==> config.mk <==
export PLATFORM = sky130hd
export DESIGN_NAME = spi_master
export DESIGN_NICKNAME = d
export VERILOG_FILES = /design/src/rtl/spi_pkg.sv /design/src/rtl/spi_clk_gen.sv /design/src/rtl/spi_master.sv
export SDC_FILE = /design/constraint.sdc
export NUM_CORES = 1
export LEC_CHECK = 0
export BUFFER_PORTS_ARGS = -buffer_cell sky130_fd_sc_hd__buf_4
export CAP_MARGIN = 20
export CELL_PAD_IN_SITES_DETAIL_PLACEMENT = 2
export CELL_PAD_IN_SITES_GLOBAL_PLACEMENT = 2
export CORE_MARGIN = 2
export CORE_UTILIZATION = 36
export CTS_CLUSTER_DIAMETER = 50
export DETAILED_ROUTE_END_ITERATION = 8
export PLACE_DENSITY_LB_ADDON = 0.1
export SETUP_SLACK_MARGIN = 0.15
export SKIP_LAST_GASP = 1
export SLEW_MARGIN = 5
export SYNTH_ARGS = -nofsm -noshare
export SYNTH_HDL_FRONTEND = slang
export SYNTH_SLANG_ARGS = --single-unit
==> constraint.sdc <==
create_clock -name sclk -period 2.85 [get_ports sclk]
set_clock_uncertainty 0.1 [all_clocks]
set_input_delay 0.57 -clock sclk [delete_from_list [all_inputs] [get_ports sclk]]
set_output_delay 0.57 -clock sclk [all_outputs]
set_load 0.02 [all_outputs]
==> src/rtl/spi_pkg.sv <==
// Shared FSM encoding and default sizing for the SPI master.
package spi_pkg;

    typedef enum logic [1:0] {
        IDLE  = 2'd0,
        SETUP = 2'd1,
        XFER  = 2'd2,
        HOLD  = 2'd3
    } spi_state_e;

    localparam int unsigned DEFAULT_DATA_WIDTH = 8;
    localparam int unsigned DEFAULT_CLK_DIV    = 4;

endpackage

==> src/rtl/spi_clk_gen.sv <==
// Half-period tick generator and spi_clk level register.
// spi_clk only toggles on a tick while tgl_i is high.
module spi_clk_gen
    import spi_pkg::*;
#(
    parameter int unsigned CLK_DIV = DEFAULT_CLK_DIV
) (
    input  logic clk_i,
    input  logic rst_ni,
    input  logic en_i,
    input  logic clr_i,
    input  logic tgl_i,
    output logic tick_o,
    output logic spi_clk_o
);

    localparam logic [7:0] LAST = 8'(CLK_DIV - 1);

    logic [7:0] cnt_q, cnt_d;
    logic       spi_clk_q, spi_clk_d;

    assign tick_o    = en_i && (cnt_q == LAST);
    assign spi_clk_o = spi_clk_q;

    always_comb begin
        cnt_d     = cnt_q;
        spi_clk_d = spi_clk_q;
        if (clr_i) begin
            cnt_d     = '0;
            spi_clk_d = 1'b0;
        end else if (en_i) begin
            if (tick_o) begin
                cnt_d = '0;
                if (tgl_i) begin
                    spi_clk_d = ~spi_clk_q;
                end
            end else begin
                cnt_d = cnt_q + 8'd1;
            end
        end
    end

    always_ff @(posedge clk_i or negedge rst_ni) begin
        if (!rst_ni) begin
            cnt_q     <= '0;
            spi_clk_q <= 1'b0;
        end else begin
            cnt_q     <= cnt_d;
            spi_clk_q <= spi_clk_d;
        end
    end

endmodule

==> src/rtl/spi_master.sv <==
// SPI mode-0 master: LSB-first transmit, MSB-first receive.
// Define SPI_MASTER_LOOPBACK_EN to feed internal mosi back into the receiver.
module spi_master
    import spi_pkg::*;
#(
    parameter int unsigned DATA_WIDTH = DEFAULT_DATA_WIDTH,
    parameter int unsigned CLK_DIV    = DEFAULT_CLK_DIV
) (
    input  logic                  sclk,
    input  logic                  rst_n,
    input  logic                  start,
    input  logic [DATA_WIDTH-1:0] data_in,
    output logic                  busy,
    output logic                  done,
    output logic [DATA_WIDTH-1:0] data_out,
    output logic                  spi_clk,
    output logic                  cs_n,
    output logic                  mosi,
    input  logic                  miso
);

    localparam int unsigned CNT_W = $clog2(DATA_WIDTH + 1);

    spi_state_e            state_q, state_d;
    logic                  cs_n_q, cs_n_d;
    logic                  done_q, done_d;
    logic [DATA_WIDTH-1:0] data_out_q, data_out_d;
    logic [DATA_WIDTH-1:0] tx_q, tx_d;
    logic [DATA_WIDTH-1:0] rx_q, rx_d;
    logic [CNT_W-1:0]      bit_cnt_q, bit_cnt_d;
    logic                  tick, gen_clr, gen_tgl, rx_bit;

    assign gen_clr  = (state_q == IDLE);
    assign gen_tgl  = (state_q == XFER);
    assign busy     = (state_q != IDLE);
    assign done     = done_q;
    assign data_out = data_out_q;
    assign cs_n     = cs_n_q;
    assign mosi     = tx_q[0] & ~cs_n_q;

`ifdef SPI_MASTER_LOOPBACK_EN
    logic unused_miso;
    assign unused_miso = miso;
    assign rx_bit      = mosi;
`else
    assign rx_bit = miso;
`endif

    spi_clk_gen #(
        .CLK_DIV(CLK_DIV)
    ) u_clk_gen (
        .clk_i    (sclk),
        .rst_ni   (rst_n),
        .en_i     (!gen_clr),
        .clr_i    (gen_clr),
        .tgl_i    (gen_tgl),
        .tick_o   (tick),
        .spi_clk_o(spi_clk)
    );

    always_comb begin
        state_d    = state_q;
        cs_n_d     = cs_n_q;
        done_d     = 1'b0;
        data_out_d = data_out_q;
        tx_d       = tx_q;
        rx_d       = rx_q;
        bit_cnt_d  = bit_cnt_q;
        unique case (state_q)
            IDLE: if (start) begin
                state_d   = SETUP;
                cs_n_d    = 1'b0;
                tx_d      = data_in;
                rx_d      = '0;
                bit_cnt_d = '0;
            end
            SETUP: if (tick) state_d = XFER;
            // spi_clk level before the tick tells which edge this tick produces
            XFER: if (tick) begin
                if (!spi_clk) begin
                    rx_d      = {rx_q[DATA_WIDTH-2:0], rx_bit};
                    bit_cnt_d = bit_cnt_q + CNT_W'(1);
                end else if (bit_cnt_q == CNT_W'(DATA_WIDTH)) begin
                    state_d = HOLD;
                end else begin
                    tx_d = tx_q >> 1;
                end
            end
            HOLD: if (tick) begin
                state_d    = IDLE;
                cs_n_d     = 1'b1;
                done_d     = 1'b1;
                data_out_d = rx_q;
                tx_d       = '0;
            end
            default: state_d = IDLE;
        endcase
    end

    always_ff @(posedge sclk or negedge rst_n) begin
        if (!rst_n) begin
            state_q    <= IDLE;
            cs_n_q     <= 1'b1;
            done_q     <= 1'b0;
            data_out_q <= '0;
            tx_q       <= '0;
            rx_q       <= '0;
            bit_cnt_q  <= '0;
        end else begin
            state_q    <= state_d;
            cs_n_q     <= cs_n_d;
            done_q     <= done_d;
            data_out_q <= data_out_d;
            tx_q       <= tx_d;
            rx_q       <= rx_d;
            bit_cnt_q  <= bit_cnt_d;
        end
    end

endmodule

==> run metrics <==
leakage=1.16 nW; Worst Hold Class=in -> async; Max Fclk=401 MHz; Final setup violation count=0; Die Span Y=78.6 microns; Die W=78.6 microns; FILL cells=600; DP HPWL=3.32 mm; CP max stage delay=0.56 ns; FFs w/ async S/R, synth=100%; vias in the first global route=1673; Clock Sinks=41; H-tree Lvls=2; Flop pwr share=51.2%; leading cell type in the layout, fill and taps excluded=dfrtp_1; Worst R2R Path Depth=5; Post-Syn Area=2000 sq um; Yosys Warn Count=0; FF+latch count, synth=41; Avg WL per Cell=15.0 microns; IO Pins=25; drt drc=0; slew margin rel.=64.7%; Critical Path Source Type=register; first-pass GRT wire length=8.09 mm; Internal=0.929 mW; clk_lat worst skew=0.29 ns; final critical-path required period=2.49 ns; multi-input logic area=842 sq um; area occupied by registers=1030 sq um; CTS tree=done; # diodes=0; initial antenna violation count=0; power per cell area=504 nW/um^2; Area Overhead vs Synth=18.4%; detailed-route wire length=4.51 mm; Synth Area per Inst=9.90 sq um; Tot GR Track Use=16.9%; PortBufs=24; Syn Nets=223; Antenna Nets Post-Route=0; Core Util, Final=43.5%; Post-CTS Setup Repair Bufs=0; Max FO, Critical Path=10; status=complete, no violations; pre-CTS setup slack=0.330 ns; Final Power=1.19 mW; Area contributors post-synth=dfrtp_1 (50%), ha_1 (5.6%), mux2i_1 (5.0%); Clock Power Share=40.3%; Reg clk slew, reported paths=0.08 ns; Peak VDD IR=249 uV; setup TNS=0 ns; vias per cell=4.92; RSZ-0062 raised after global routing=no; Synth top area share=50.0%; Switching Power=0.265 mW; drt initial violations=43; Hold Vio Cnt, Final=0; clock tree buffer depth=2; core area=5440 sq um; layout cell share with drive strength beyond 1=19.3%; Comb pwr share=8.4%; Final #Nets=248; Final Slew Violations=0; Crit Path Category=reg -> reg; worst-path cell chain=or4_4 -> nor3_4 -> o21ai_2 -> a211o_1 -> mux2_4; largest net degree at the start of global routing=42; dominant synthesized flop cell=dfrtp_1; switching fraction of total power=22.2%; Routability Congestion=0.730; CTS Hold Bufs=0; most frequent cells in the layout=dfrtp_1 (40), buf_4 (27), inv_1 (24), nand3_1 (17), o21ai_0 (17); Core Rows=27; CP top delay family=simple AND/OR/NAND/NOR gates; Yosys top cell by area=dfrtp_1; Gate Count Post-Synth=202; clock buffer count from CTS=5; RR Startpoint=u_clk_gen.cnt_q[4]$_DFF_PN0_; total vias in the final route=1476; final worst slack=0.357 ns; clk root buf=clkbuf_8; grt total ovfl=0; Netlist cell types=30; Worst Tran Pin Value=0.529 ns; max-cap violation count=0; slowest CP cell=or4_4; Worst setup EP type=register; Die ar.=6170 sq um; crit path buf inv count=0; sequential-to-total area share from yosys stat=51.3%; period utilisation layout=87.5%; Initial Util=36.8%; crit path DAT=2.57 ns; FF-to-FF End=tx_q[7]$_DFFE_PN0P_; Pre-antenna DRT Iters=4; number of synthesized flops with an enable pin=0; # resized after CTS=0; Data required, critical path=2.93 ns; R2R Setup Slk=0.36 ns
==> how the worst max path moves through the flow <==
| stage | startpoint | end | slack (ns) | cells after the start |
|---|---|---|---|---|
| 5_1_grt | u_clk_gen.cnt_q[4]$_DFF_PN0_ | tx_q[7]$_DFFE_PN0P_ | 0.24 | 5 |
| 6_report | u_clk_gen.cnt_q[4]$_DFF_PN0_ | tx_q[7]$_DFFE_PN0P_ | 0.36 | 5 |
| 3_3_place_gp | u_clk_gen.cnt_q[4]$_DFF_PN0_ | tx_q[7]$_DFFE_PN0P_ | 0.41 | 5 |
| 2_1_floorplan | u_clk_gen.cnt_q[4]$_DFF_PN0_ | tx_q[7]$_DFFE_PN0P_ | 0.59 | 6 |
| 4_1_cts | u_clk_gen.cnt_q[5]$_DFF_PN0_ | tx_q[7]$_DFFE_PN0P_ | 0.33 | 5 |
| 3_5_place_dp | u_clk_gen.cnt_q[4]$_DFF_PN0_ | tx_q[7]$_DFFE_PN0P_ | 0.33 | 5 |
==> synthesized netlist by cell type, types with 2 or more instances <==
master,n
a21oi_1,13
and3_1,3
buf_1,3
clkbuf_1,5
dfrtp_1,40
ha_1,9
inv_1,24
mux2_2,2
mux2i_1,10
nand2_1,12
nand2b_1,3
nand3_1,17
nor2_1,14
nor3b_1,8
o21ai_0,17
or2_2,2
xnor2_1,2
xor2_1,6
==> state kept, by name, indices dropped and copies added, names as in the netlist <==
| signal | count |
|---|---|
| u_clk_gen.cnt_q | 8 |
| bit_cnt_q | 4 |
| u_clk_gen.spi_clk_o | 1 |
| state_q | 2 |
| data_out | 8 |
| tx_q | 8 |
| done | 1 |
| rx_q | 8 |
| cs_n | 1 |
==> layer usage <==
layer  up-vias  part of all wire (%)  GRT usage [%]
met5         -                     0              0
met4         0                   1.0           5.26
met3         4                   2.5           3.56
met2        17                    51           28.8
met1       740                    46           21.5
li1        715                     -              -
==> layout make-up <==
class                   count  share of cell area, %
repair buffers             27                   8.56
clock buffers               7                   3.65
multi-input cells         128                   35.6
clock inverters             1                   1.27
flip-flops and latches     41                   43.4
inverters                  24                   3.80
well taps                  72                   3.80
==> logic make-up (layout without fill, tap and decap cells) <==
logic type      after synthesis  after routing  share of synthesized area, %
xor+xnor                      8              8                          3.50
compound gates               34             34                          9.13
buf+inv                      33             59                          6.57
flops                        41             41                          51.3
mux                          13             13                          6.88
fa+ha+maj                     9              9                          5.63
simple gates                 64             64                          16.9
==> metrics by stage <==
step / instances / cell area [sq um] / hold WS [ns]
2_1_floorplan: 202 / 2000 / 0.174
3_3_place_gp: 292 / 2250 / 0.364
3_5_place_dp: 292 / 2250 / 0.380
4_1_cts: 300 / 2370 / 0.172
5_1_grt: 300 / 2370 / 0.183
6_report: 300 / 2370 / 0.152
==> power groups by stage <==
stage | registers [mW] | logic [mW] | clock network [mW]
global route | 0.615 | 0.116 | 0.524
CTS | 0.612 | 0.104 | 0.503
floorplan | 0.627 | 0.0515 | 0
finish | 0.612 | 0.101 | 0.482
detailed placement | 0.624 | 0.104 | 0
global placement | 0.622 | 0.0963 | 0
Power figures use the tool's default switching activity.
